==> src/rtl/mem_bus_arbiter.sv <==
`default_nettype none
// ============================================================================
// Module   : mem_bus_arbiter
// Purpose  : Round-robin arbiter sharing one memory port between IFU (m0) and
//            LSU (m1), with a request/response FSM and a response timeout.
// Revision : 1.0 - initial release
// ============================================================================
module mem_bus_arbiter #(
    parameter int ADDR_W  = 32,
    parameter int DATA_W  = 32,
    parameter int TIMEOUT = 255
) (
    input  logic              clk,
    input  logic              rst,

    input  logic              m0_req_valid,
    input  logic [ADDR_W-1:0] m0_req_addr,
    output logic              m0_req_ready,
    output logic              m0_resp_valid,
    output logic [DATA_W-1:0] m0_resp_data,
    output logic              m0_resp_err,

    input  logic              m1_req_valid,
    input  logic [ADDR_W-1:0] m1_req_addr,
    input  logic              m1_req_wen,
    input  logic [DATA_W-1:0] m1_req_wdata,
    input  logic [3:0]        m1_req_wmask,
    output logic              m1_req_ready,
    output logic              m1_resp_valid,
    output logic [DATA_W-1:0] m1_resp_data,
    output logic              m1_resp_err,

    output logic              s_req_valid,
    input  logic              s_req_ready,
    output logic [ADDR_W-1:0] s_req_addr,
    output logic              s_req_wen,
    output logic [DATA_W-1:0] s_req_wdata,
    output logic [3:0]        s_req_wmask,
    input  logic              s_resp_valid,
    input  logic [DATA_W-1:0] s_resp_data,
    input  logic              s_resp_err,

    output logic              busy,
    output logic [1:0]        grant
);

    typedef enum logic [1:0] {
        ST_IDLE = 2'd0,
        ST_REQ  = 2'd1,
        ST_RESP = 2'd2
    } state_t;

    localparam logic [15:0] c_timeout = 16'(TIMEOUT);

    state_t            r_state;
    logic              r_owner;       // 0 = IFU, 1 = LSU
    logic              r_last_grant;
    logic [ADDR_W-1:0] r_addr;
    logic              r_wen;
    logic [DATA_W-1:0] r_wdata;
    logic [3:0]        r_wmask;
    logic [15:0]       r_cnt;

    logic              w_live;
    logic              w_busy;
    logic              w_in_req;
    logic              w_in_resp;
    logic              w_pick_lsu;
    logic              w_accept;
    logic              w_resp_fire;
    logic              w_resp_err;
    logic [DATA_W-1:0] w_resp_data;

    // Handshake outputs must react in the same cycle as the slave, so they are
    // decoded from registered state and gated off while reset is asserted.
    assign w_live      = ~rst;
    assign w_busy      = w_live & (r_state != ST_IDLE);
    assign w_in_req    = w_live & (r_state == ST_REQ);
    assign w_in_resp   = w_live & (r_state == ST_RESP);

    // On a tie the master that did not win last time is chosen.
    assign w_pick_lsu  = m1_req_valid & (~m0_req_valid | ~r_last_grant);

    assign w_accept    = w_in_req & s_req_ready;
    assign w_resp_fire = w_in_resp & (s_resp_valid | (r_cnt == c_timeout));
    assign w_resp_err  = s_resp_valid ? s_resp_err : 1'b1;
    assign w_resp_data = (s_resp_valid & ~r_wen) ? s_resp_data : '0;

    assign s_req_valid   = w_in_req;
    assign s_req_addr    = w_in_req ? r_addr  : '0;
    assign s_req_wen     = w_in_req & r_wen;
    assign s_req_wdata   = w_in_req ? r_wdata : '0;
    assign s_req_wmask   = w_in_req ? r_wmask : 4'b0000;

    assign m0_req_ready  = w_accept & ~r_owner;
    assign m1_req_ready  = w_accept &  r_owner;
    assign m0_resp_valid = w_resp_fire & ~r_owner;
    assign m1_resp_valid = w_resp_fire &  r_owner;
    assign m0_resp_err   = m0_resp_valid & w_resp_err;
    assign m1_resp_err   = m1_resp_valid & w_resp_err;
    assign m0_resp_data  = m0_resp_valid ? w_resp_data : '0;
    assign m1_resp_data  = m1_resp_valid ? w_resp_data : '0;

    assign busy  = w_busy;
    assign grant = {w_busy & r_owner, w_busy & ~r_owner};

    always_ff @(posedge clk) begin
        if (rst) begin
            r_state      <= ST_IDLE;
            r_owner      <= 1'b0;
            r_last_grant <= 1'b1;
            r_addr       <= '0;
            r_wen        <= 1'b0;
            r_wdata      <= '0;
            r_wmask      <= 4'b0000;
            r_cnt        <= 16'd0;
        end else begin
            case (r_state)
                ST_IDLE: begin
                    if (m0_req_valid | m1_req_valid) begin
                        r_owner      <= w_pick_lsu;
                        r_last_grant <= w_pick_lsu;
                        r_state      <= ST_REQ;
                        if (w_pick_lsu) begin
                            r_addr  <= m1_req_addr;
                            r_wen   <= m1_req_wen;
                            r_wdata <= m1_req_wdata;
                            r_wmask <= m1_req_wmask;
                        end else begin
                            r_addr  <= m0_req_addr;
                            r_wen   <= 1'b0;
                            r_wdata <= '0;
                            r_wmask <= 4'b0000;
                        end
                    end
                end
                ST_REQ: begin
                    if (s_req_ready) begin
                        r_state <= ST_RESP;
                        r_cnt   <= 16'd0;
                    end
                end
                ST_RESP: begin
                    r_cnt <= r_cnt + 16'd1;
                    if (s_resp_valid || (r_cnt == c_timeout)) begin
                        r_state <= ST_IDLE;
                    end
                end
                default: r_state <= ST_IDLE;
            endcase
        end
    end

endmodule
`default_nettype wire

==> config.mk <==
export PLATFORM = sky130hd
export DESIGN_NAME = mem_bus_arbiter
export DESIGN_NICKNAME = d
export VERILOG_FILES = /design/src/rtl/mem_bus_arbiter.sv
export SDC_FILE = /design/constraint.sdc
export NUM_CORES = 1
export LEC_CHECK = 0
export ABC_AREA = 1
export CAP_MARGIN = 15
export CORE_ASPECT_RATIO = 0.5
export CORE_MARGIN = 10
export CORE_UTILIZATION = 41
export DETAILED_ROUTE_END_ITERATION = 7
export PLACE_DENSITY_LB_ADDON = 0.15
export SYNTH_ARGS = -nofsm -noshare
export SYNTH_HDL_FRONTEND = slang
export SYNTH_SLANG_ARGS = --single-unit
==> constraint.sdc <==
create_clock -name clk -period 4 [get_ports clk]
set_input_delay 1 -clock clk [delete_from_list [all_inputs] [get_ports clk]]
set_output_delay 1 -clock clk [all_outputs]
set_load 0.005 [all_outputs]
# Word level (Yosys, flattened, before mapping)
# Index checks and enable logic that the tools add are counted.
# totals
regBits,89
in_bits,140
out_inout_bits,143
word_cells,63
# op_classes
add_sub_neg,1
n_eq_ne,6
muxes,17
bitwise_logic,24
n_reduce_logical,7
# op_table
operator,n
32-bit two-way mux,7
16-bit case mux with 2 select lines,1
"16-bit by 1-bit adder with 16-bit output, second input constant",1
1-bit bitwise AND,16
"16-bit by 8-bit equality test with 1-bit output, second input constant",1
16-bit two-way mux,1
4-bit two-way mux,2
2-bit two-way mux,3
2-bit case mux with 3 select lines,1
1-bit NOT,5
"2-bit inequality test, second input constant",2
2-bit AND reduction,2
2-bit nonzero test,2
1-bit bitwise OR,3
3-bit AND reduction,1
"2-bit by 1-bit equality test with 1-bit output, second input constant",1
"2-bit equality test, second input constant",1
2-bit zero test,1
1-bit two-way mux,2
"2-bit by 1-bit inequality test with 1-bit output, second input constant",1
1-bit logical OR,1

# Logic depth before layout (Yosys ltp)
# Gate-level depths: netlist (run 1).
# depth
ltp_word,5
mapped_depth,9
ltp_nobuf,9

# Least setup slack after synthesis (run 1)
# OpenSTA, ideal clock, no wires.
# synth_path
kind,in2out
from,in rst
to,out s_req_wdata[24]
arrival_time_ns,1.874
required_time_ns,3.000
setup_slack_ns,1.126
stages,6
n_path_buf,3
cell_sequence,buf_2 -> nor2_1 -> inv_2 -> buf_2 -> buf_2 -> nor2_1
# synth_via
elab_chain_cells,3
# synth_rtl
element,line,rtl
from (decl),14,"input logic rst,"
1-bit NOT,76,assign w_live = ~rst;
1-bit bitwise AND,78,assign w_in_req = w_live & (r_state == ST_REQ);
via s_req_valid,33,"output logic s_req_valid,"
32-bit two-way mux,92,assign s_req_wdata = w_in_req ? r_wdata : '0;
to (decl),37,"output logic [DATA_W-1:0] s_req_wdata,"
# The timed path passes the listed nets, and every way through them passes these cells.

# Final worst setup path (run 1)
# layout_path
from,in s_resp_valid
to,out m0_resp_data[12]
# layout_via
elab_chain_cells,4
elab_cells_between_ends,6
classes_between,mux (2); bitwise (4)
# layout_rtl
element,line,rtl
from (decl),39,"input logic s_resp_valid,"
1-bit bitwise OR,85,assign w_resp_fire = w_in_resp & (s_resp_valid | (r_cnt == c_timeout));
1-bit bitwise AND,85,
1-bit bitwise AND,97,assign m0_resp_valid = w_resp_fire & ~r_owner;
32-bit two-way mux *,101,assign m0_resp_data = m0_resp_valid ? w_resp_data : '0;
to (decl),20,"output logic [DATA_W-1:0] m0_resp_data,"
# Every way passes the cells marked *; elsewhere a longest branch is shown, timed or not.

==> results of run 1 <==
-- flip-flops by register name, indices dropped and copies added, names as in the netlist --
| name | cells |
|---|---|
| r_wmask | 4 |
| r_cnt | 16 |
| r_owner | 1 |
| r_wen | 1 |
| r_state | 2 |
| r_addr | 32 |
| r_wdata | 32 |
| r_last_grant | 1 |
-- metrics by stage --
step,std cells,total power [uW],area [sq um],util,setup slack (ps)
finish,1198,2230,8000,0.713,245
global route,1198,2340,8000,0.713,122
CTS,1197,2240,7970,0.711,220
detailed placement,1181,1450,7690,0.686,218
global placement,1181,1440,7690,0.686,239
floorplan,775,1220,4810,-,1130
-- placed cells by master (no fill, tap or decap), types with 2 or more instances in the layout --
cell             instances
a21oi_1                 52
a31oi_1                 32
buf_4                   12
clkbuf_16                9
clkdlybuf4s50_1        281
clkinv_2                 2
clkinvlp_4               2
dfxtp_1                 89
inv_1                   94
inv_2                    2
nand2_1                220
nand2_2                  2
nand3_1                 13
nand3_4                  2
nand4_1                  4
nor2_1                 134
nor2_2                  29
nor3_1                   3
o21a_1                   2
o21ai_0                 38
o22ai_1                  2
-- metal layers --
layer	up-vias	track usage	wire (microns)
li1	2909	-	-
met1	2582	0.205	6950
met2	195	0.401	9590
met3	17	0.0902	1670
met4	0	0.0520	284
met5	-	0	0
-- worst min-delay path, cell delays in order, from the launching register on --
cell and delay, ps:
dfxtp_1 310, nand2_1 60, a21oi_1 50
-- how the worst min path moves through the flow --
stage | depth (start not counted) | endpoint | from | slack (ps)
floorplan | 2 | r_last_grant | r_last_grant | 430
global route | 2 | r_wdata[15] | r_wdata[15] | 490
detailed placement | 2 | r_last_grant | r_last_grant | 450
CTS | 2 | r_last_grant | r_last_grant | 460
finish | 2 | r_wdata[25] | r_wdata[25] | 460
global placement | 2 | r_last_grant | r_last_grant | 440
-- final cells by class --
type | count | area share
clock buffer | 10 | 0.0299
clock inverter | 6 | 0.00532
inverter | 97 | 0.0455
multi-input combinational | 541 | 0.302
sequential | 89 | 0.223
tap | 159 | 0.0249
timing repair buffer | 296 | 0.370
-- power by group through the flow --
| stage | logic [uW] | clock network [uW] | registers [uW] |
|---|---|---|---|
| after CTS | 458 | 808 | 976 |
| after global routing | 510 | 846 | 985 |
| after global placement | 447 | 0 | 994 |
| final | 458 | 791 | 977 |
| after floorplan | 227 | 0 | 989 |
| after detailed placement | 456 | 0 | 996 |
-- cell families after synthesis --
group	share of synthesized area
adders and majority gates	0.00260
DFF	0.371
and+or+nand+nor	0.349
AOI/OAI and AO/OA	0.148
xor gates and xnor gates	0.00182
buffers and inverters	0.128
==> out/summary.txt, run 1 <==
==================================================================================
Count of flip-flops with a built-in enable after synthesis                       0
I/O Buffers                                                                    282
Share of final-layout standard cells stronger than drive strength 1         0.0664
Total CTS buffers                                                                9
Slew margin rel.                                                             0.334
Number of sinks handled by clock tree synthesis                                 89
Number of setup buffers added after CTS                                          0
Hold-fix buffer count after cts                                                  0
Synth top area cells                                                  dfxtp_1, nand2_1, nor2_1
Synth async-reset ratio                                                          0
Total vias in the final route                                                 5703
Total Die Area                                                        0.0167 sq mm
Number of antenna violations at the first check in global routing                0
Kind of cell with the highest combined delay on the critical path     buffers and inverters
Vias in the first global route                                                5469
Critical R2R Launch                                                     r_state[0]
Initial core utilization                                                     0.429
Distinct cell type count of the synthesized netlist                             30
Cell Rows                                                                       27
Commonest cells in the netlist                                        nand2_1, nor2_1, inv_1
Multi-input gate area                                                 0.00242 sq mm
Drt total wl                                                          18500 microns
Synthesized instance count                                                     775
Final Hold Vio Count                                                             0
Critical path data arrival time                                            2760 ps
Post-detailed-route wirelength per cell                               15.4 microns
Critical Path End Type                                                  output pin
Highest clock rate                                                         266 MHz
Register bit count reported by yosys                                            89
Worst Skew                                                                 4.26 ps
Slew @ Worst Pin                                                            997 ps
Cell area power density                                                278 mW/mm^2
Iter 0 DRT Violations                                                          254
Most numerous cell in the Yosys netlist                                    nand2_1
CTS H-tree lvls                                                                  3
Max_cap viols                                                                    0
Total routing resource utilization after global routing                      0.207
Detailed-router iteration count before antenna repair                            4
Buffer depth of the longest clock path                                           2
DP HPWL                                                               14700 microns
Part of the total power dissipated in sequential elements                    0.439
Worst hold-check slack                                                      464 ps
Relative contribution of the clock network to total power                    0.355
Number of remaining DRC errors                                                   0
Clock transition at path regs                                                60 ps
Pin count of the biggest net entering global routing                            49
Worst vdd rail ir drop                                                      264 uV
FILL cells                                                                     968
Worst path bufs/invs                                                             3
Sequential area share after synthesis                                        0.371
Switching fraction of total power                                            0.274
CP peak stage delay                                                         550 ps
Drt via density                                                               4.76
Cell taking the most area after synthesis                                  dfxtp_1
Number of cells traversed by the worst register-to-register path                 6
Fraction of post-synthesis cell area in the top cell type by area            0.371
Share of the cycle needed by the critical path after routing                 0.939
Reg2Reg Setup Slack                                                        2010 ps
Timing endpoint of the critical path                                  m0_resp_data[12]
Cell occurring most often along the worst timing path                 clkdlybuf4s50_1
Root buf cell                                                            clkbuf_16
Wire length of the first global-routing pass                          28200 microns
Setup TNS Final                                                               0 ps
Die W                                                                  173 microns
Data required time at the worst endpoint                                   3000 ps
Design internal power                                                      1620 uW
Grt total ovfl                                                                   0
Status                                                                finished, final reports clean
Kind of start point of the critical path                              primary input
Most common flop cell mapped by yosys                                      dfxtp_1
Minimum clock period                                                       3760 ps
Final weighted congestion in routability-driven placement                    0.965
Antenna violation net count after detailed routing                               0
Avg Cell Area, Syn                                                      6.20 sq um
Crit path cell chain                                                  clkdlybuf4s50_1, inv_1, nand2_4, nand3_4, nor2_1, clkdlybuf4s50_1
Final slew viol count                                                            0
Gate power share                                                             0.206
Post-synth design cell area                                           0.00481 sq mm
Slowest CP cell                                                       clkdlybuf4s50_1
Final setup violation count                                                      0
Clock latency at the later pin of the worst-skew pair                       340 ps
Inserted Diodes                                                                  0
Sequential cell area                                                  0.00178 sq mm
RSZ-0062 raised after global routing                                         false
Class of the most critical setup path                                 primary input to output pin
Net count, final                                                              1175
Number of top-level design ports                                               283
Number of warning messages in the yosys log                                      0
Clock tree from TritonCTS                                                    built
Static leakage power                                                    0.00293 uW
Class of the worst hold path                                          flop to flop
Net switching component of the power                                        610 uW
Placeable core region                                                 0.0112 sq mm
Maximum fanout along the worst path                                             34
Stages on the worst setup path                                                   6
Launch point of the critical path                                     s_resp_valid
Count of instances resized after the clock tree is built                         0
Synth-to-Final Area Change                                                   66.3%
Capture instance of the worst register-to-register path                r_wdata[19]
Syn nets                                                                       916
Overall die height                                                    96.6 microns
==================================================================================
No activity file was read; power rests on OpenSTA's default activity.
==> run 2: changes to the inputs <==
--- a/config.mk
+++ b/config.mk
@@ -11,6 +11,7 @@
 export CORE_MARGIN = 10
 export CORE_UTILIZATION = 41
 export DETAILED_ROUTE_END_ITERATION = 7
+export GPL_ROUTABILITY_DRIVEN = 0
 export PLACE_DENSITY_LB_ADDON = 0.15
 export SYNTH_ARGS = -nofsm -noshare
 export SYNTH_HDL_FRONTEND = slang
==> constraint.sdc (replaced) <==
create_clock -name clk -period 4 [get_ports clk]
set_input_delay 1 -clock clk [delete_from_list [all_inputs] [get_ports clk]]
set_output_delay 1 -clock clk [all_outputs]
set_load 0.05 [all_outputs]
==> run 2 against run 1 <==
Net effect: worst setup slack improved by 240 ps; first-iteration DRC count grew 65%; clock skew increased by 4.7 ps; non-clock buffer count down 3; sequential share of layout area fell by 1.4 points; worst hold slack got worse by 1.5 ps; power grew 11%; register-to-register slack got worse by 60 ps; global-route usage grew 0.88 points; maximum frequency rose by 6.8%; largest cell class unchanged.
==> out/summary.txt, run 2 (synthesis gave the netlist of run 1 again) <==
=====================================================================================
Antenna violation net count after detailed routing                                  0
Worst vdd rail ir drop                                                         244 uV
Iter 0 DRT Violations                                                             418
Wire length of the first global-routing pass                             29500 microns
Class of the most critical setup path                                    primary input to output pin
Slew margin rel.                                                                0.314
Initial core utilization                                                        0.429
DP HPWL                                                                  15000 microns
Class of the worst hold path                                             flop to flop
Buffer depth of the longest clock path                                              2
Count of instances resized after the clock tree is built                            0
Grt total ovfl                                                                      0
Total CTS buffers                                                                   9
Total routing resource utilization after global routing                         0.216
Worst Skew                                                                    8.95 ps
Number of antenna violations at the first check in global routing                   0
Commonest cells after routing, fill and taps aside                       nand2_1, clkdlybuf4s50_1, nor2_1, inv_1, dfxtp_1
Highest clock rate                                                            284 MHz
Inserted Diodes                                                                     0
Placeable core region                                                    0.0112 sq mm
Crit path cell chain                                                     clkdlybuf4s50_1, inv_1, nand2_4, nand3_4, nor2_1, buf_12
Post-layout util                                                                0.762
Critical path data arrival time                                               2520 ps
CTS H-tree lvls                                                                     3
Multi-input gate area                                                    0.00242 sq mm
Kind of cell with the highest combined delay on the critical path        simple AND/OR/NAND/NOR gates
Slew @ Worst Pin                                                              1030 ps
Drt via density                                                                  4.89
Synth-to-Final Area Change                                                      77.8%
Drt total wl                                                             19400 microns
Worst path bufs/invs                                                                3
Final setup violation count                                                         0
Minimum clock period                                                          3520 ps
Maximum fanout along the worst path                                                34
Slowest CP cell                                                          clkdlybuf4s50_1
Number of top-level design ports                                                  283
Registers with the most flip-flops                                       r_addr x32, r_wdata x32, r_cnt x16
Number of sinks handled by clock tree synthesis                                    89
Final slew viol count                                                               0
Data required time at the worst endpoint                                      3000 ps
Status                                                                   finished, final reports clean
Static leakage power                                                       0.00342 uW
Clock transition at path regs                                                   60 ps
Detailed-router iteration count before antenna repair                               5
Net count, final                                                                 1172
Post-detailed-route wirelength per cell                                  16.2 microns
Share of the cycle needed by the critical path after routing                    0.879
FILL cells                                                                        857
Share of final-layout standard cells stronger than drive strength 1             0.197
Number of setup buffers added after CTS                                             0
Root buf cell                                                               clkbuf_16
Hold-fix buffer count after cts                                                     0
Number of remaining DRC errors                                                      0
Sequential cell area                                                     0.00178 sq mm
I/O Buffers                                                                       282
RSZ-0062 raised after global routing                                            false
Most frequent standard cell in the layout excluding fill and tap cells        nand2_1
Final Hold Vio Count                                                                0
Critical Path End Type                                                     output pin
Overall die height                                                       96.6 microns
Clock tree from TritonCTS                                                       built
Cell area power density                                                   288 mW/mm^2
Vias in the first global route                                                   5515
Cell Rows                                                                          27
Clock latency at the later pin of the worst-skew pair                          350 ps
Die W                                                                     173 microns
Total Die Area                                                           0.0167 sq mm
Pin count of the biggest net entering global routing                               66
Max_cap viols                                                                       0
Total vias in the final route                                                    5839
CP peak stage delay                                                            450 ps
Kind of start point of the critical path                                 primary input
Setup TNS Final                                                                  0 ps
=====================================================================================
[run 2: cell types whose count changed in the layout (fill, tap and decap cells not counted), moves of 2 or more]
cell	previous run	this run
bufinv_16	0	3
buf_12	1	70
clkinvlp_4	2	0
clkbuf_1	0	2
clkdlybuf4s50_1	281	142
buf_4	12	79
[run 2: tightest hold or removal path, stage by stage (launching register included)]
cell and delay (ps):
dfxtp_1 330, a21oi_1 60, nand2_1 50
[run 2: stage by stage]
| step | area (sq um) | worst slack [ps] | hold WS [ps] | total power, uW | cells |
|---|---|---|---|---|---|
| after detailed placement | 8180 | 452 | 450 | 1520 | 1178 |
| after global placement | 8180 | 508 | 445 | 1500 | 1178 |
| after global routing | 8550 | 336 | 480 | 2560 | 1195 |
| final | 8550 | 483 | 463 | 2460 | 1195 |
| after floorplan | 4810 | 233 | 433 | 1280 | 775 |
| after CTS | 8520 | 454 | 465 | 2470 | 1194 |
[run 2: final cells by class]
| class | instances | area share |
|---|---|---|
| clock inverter | 5 | 0.0121 |
| tap | 159 | 0.0233 |
| multi-input combinational | 541 | 0.283 |
| timing repair buffer | 293 | 0.403 |
| clock buffer | 11 | 0.0272 |
| sequential | 89 | 0.208 |
| inverter | 97 | 0.0426 |
[run 2: routing by layer]
layer | share of wire | GRT usage | vias to the layer above
met1 | 0.39 | 0.237 | 2681
met2 | 0.51 | 0.402 | 235
met3 | 0.088 | 0.0778 | 19
met5 | 0 | 0 | -
li1 | - | - | 2904
met4 | 0.012 | 0.0478 | 0
[run 2: worst paths after layout]
kind / from / end / slack [ps] / cells after the start
worst min register to register: r_last_grant / r_last_grant / 460 / 2
worst max register to register: r_last_grant / r_addr[5] / 1950 / 5
worst min-delay path: r_last_grant / r_last_grant / 460 / 2
worst max-delay path: s_resp_valid / m0_resp_data[29] / 480 / 6
[run 2: where the power goes]
part,internal (uW),switching [uW]
sequential,947,32.1
combinational,228,295
clock,611,349
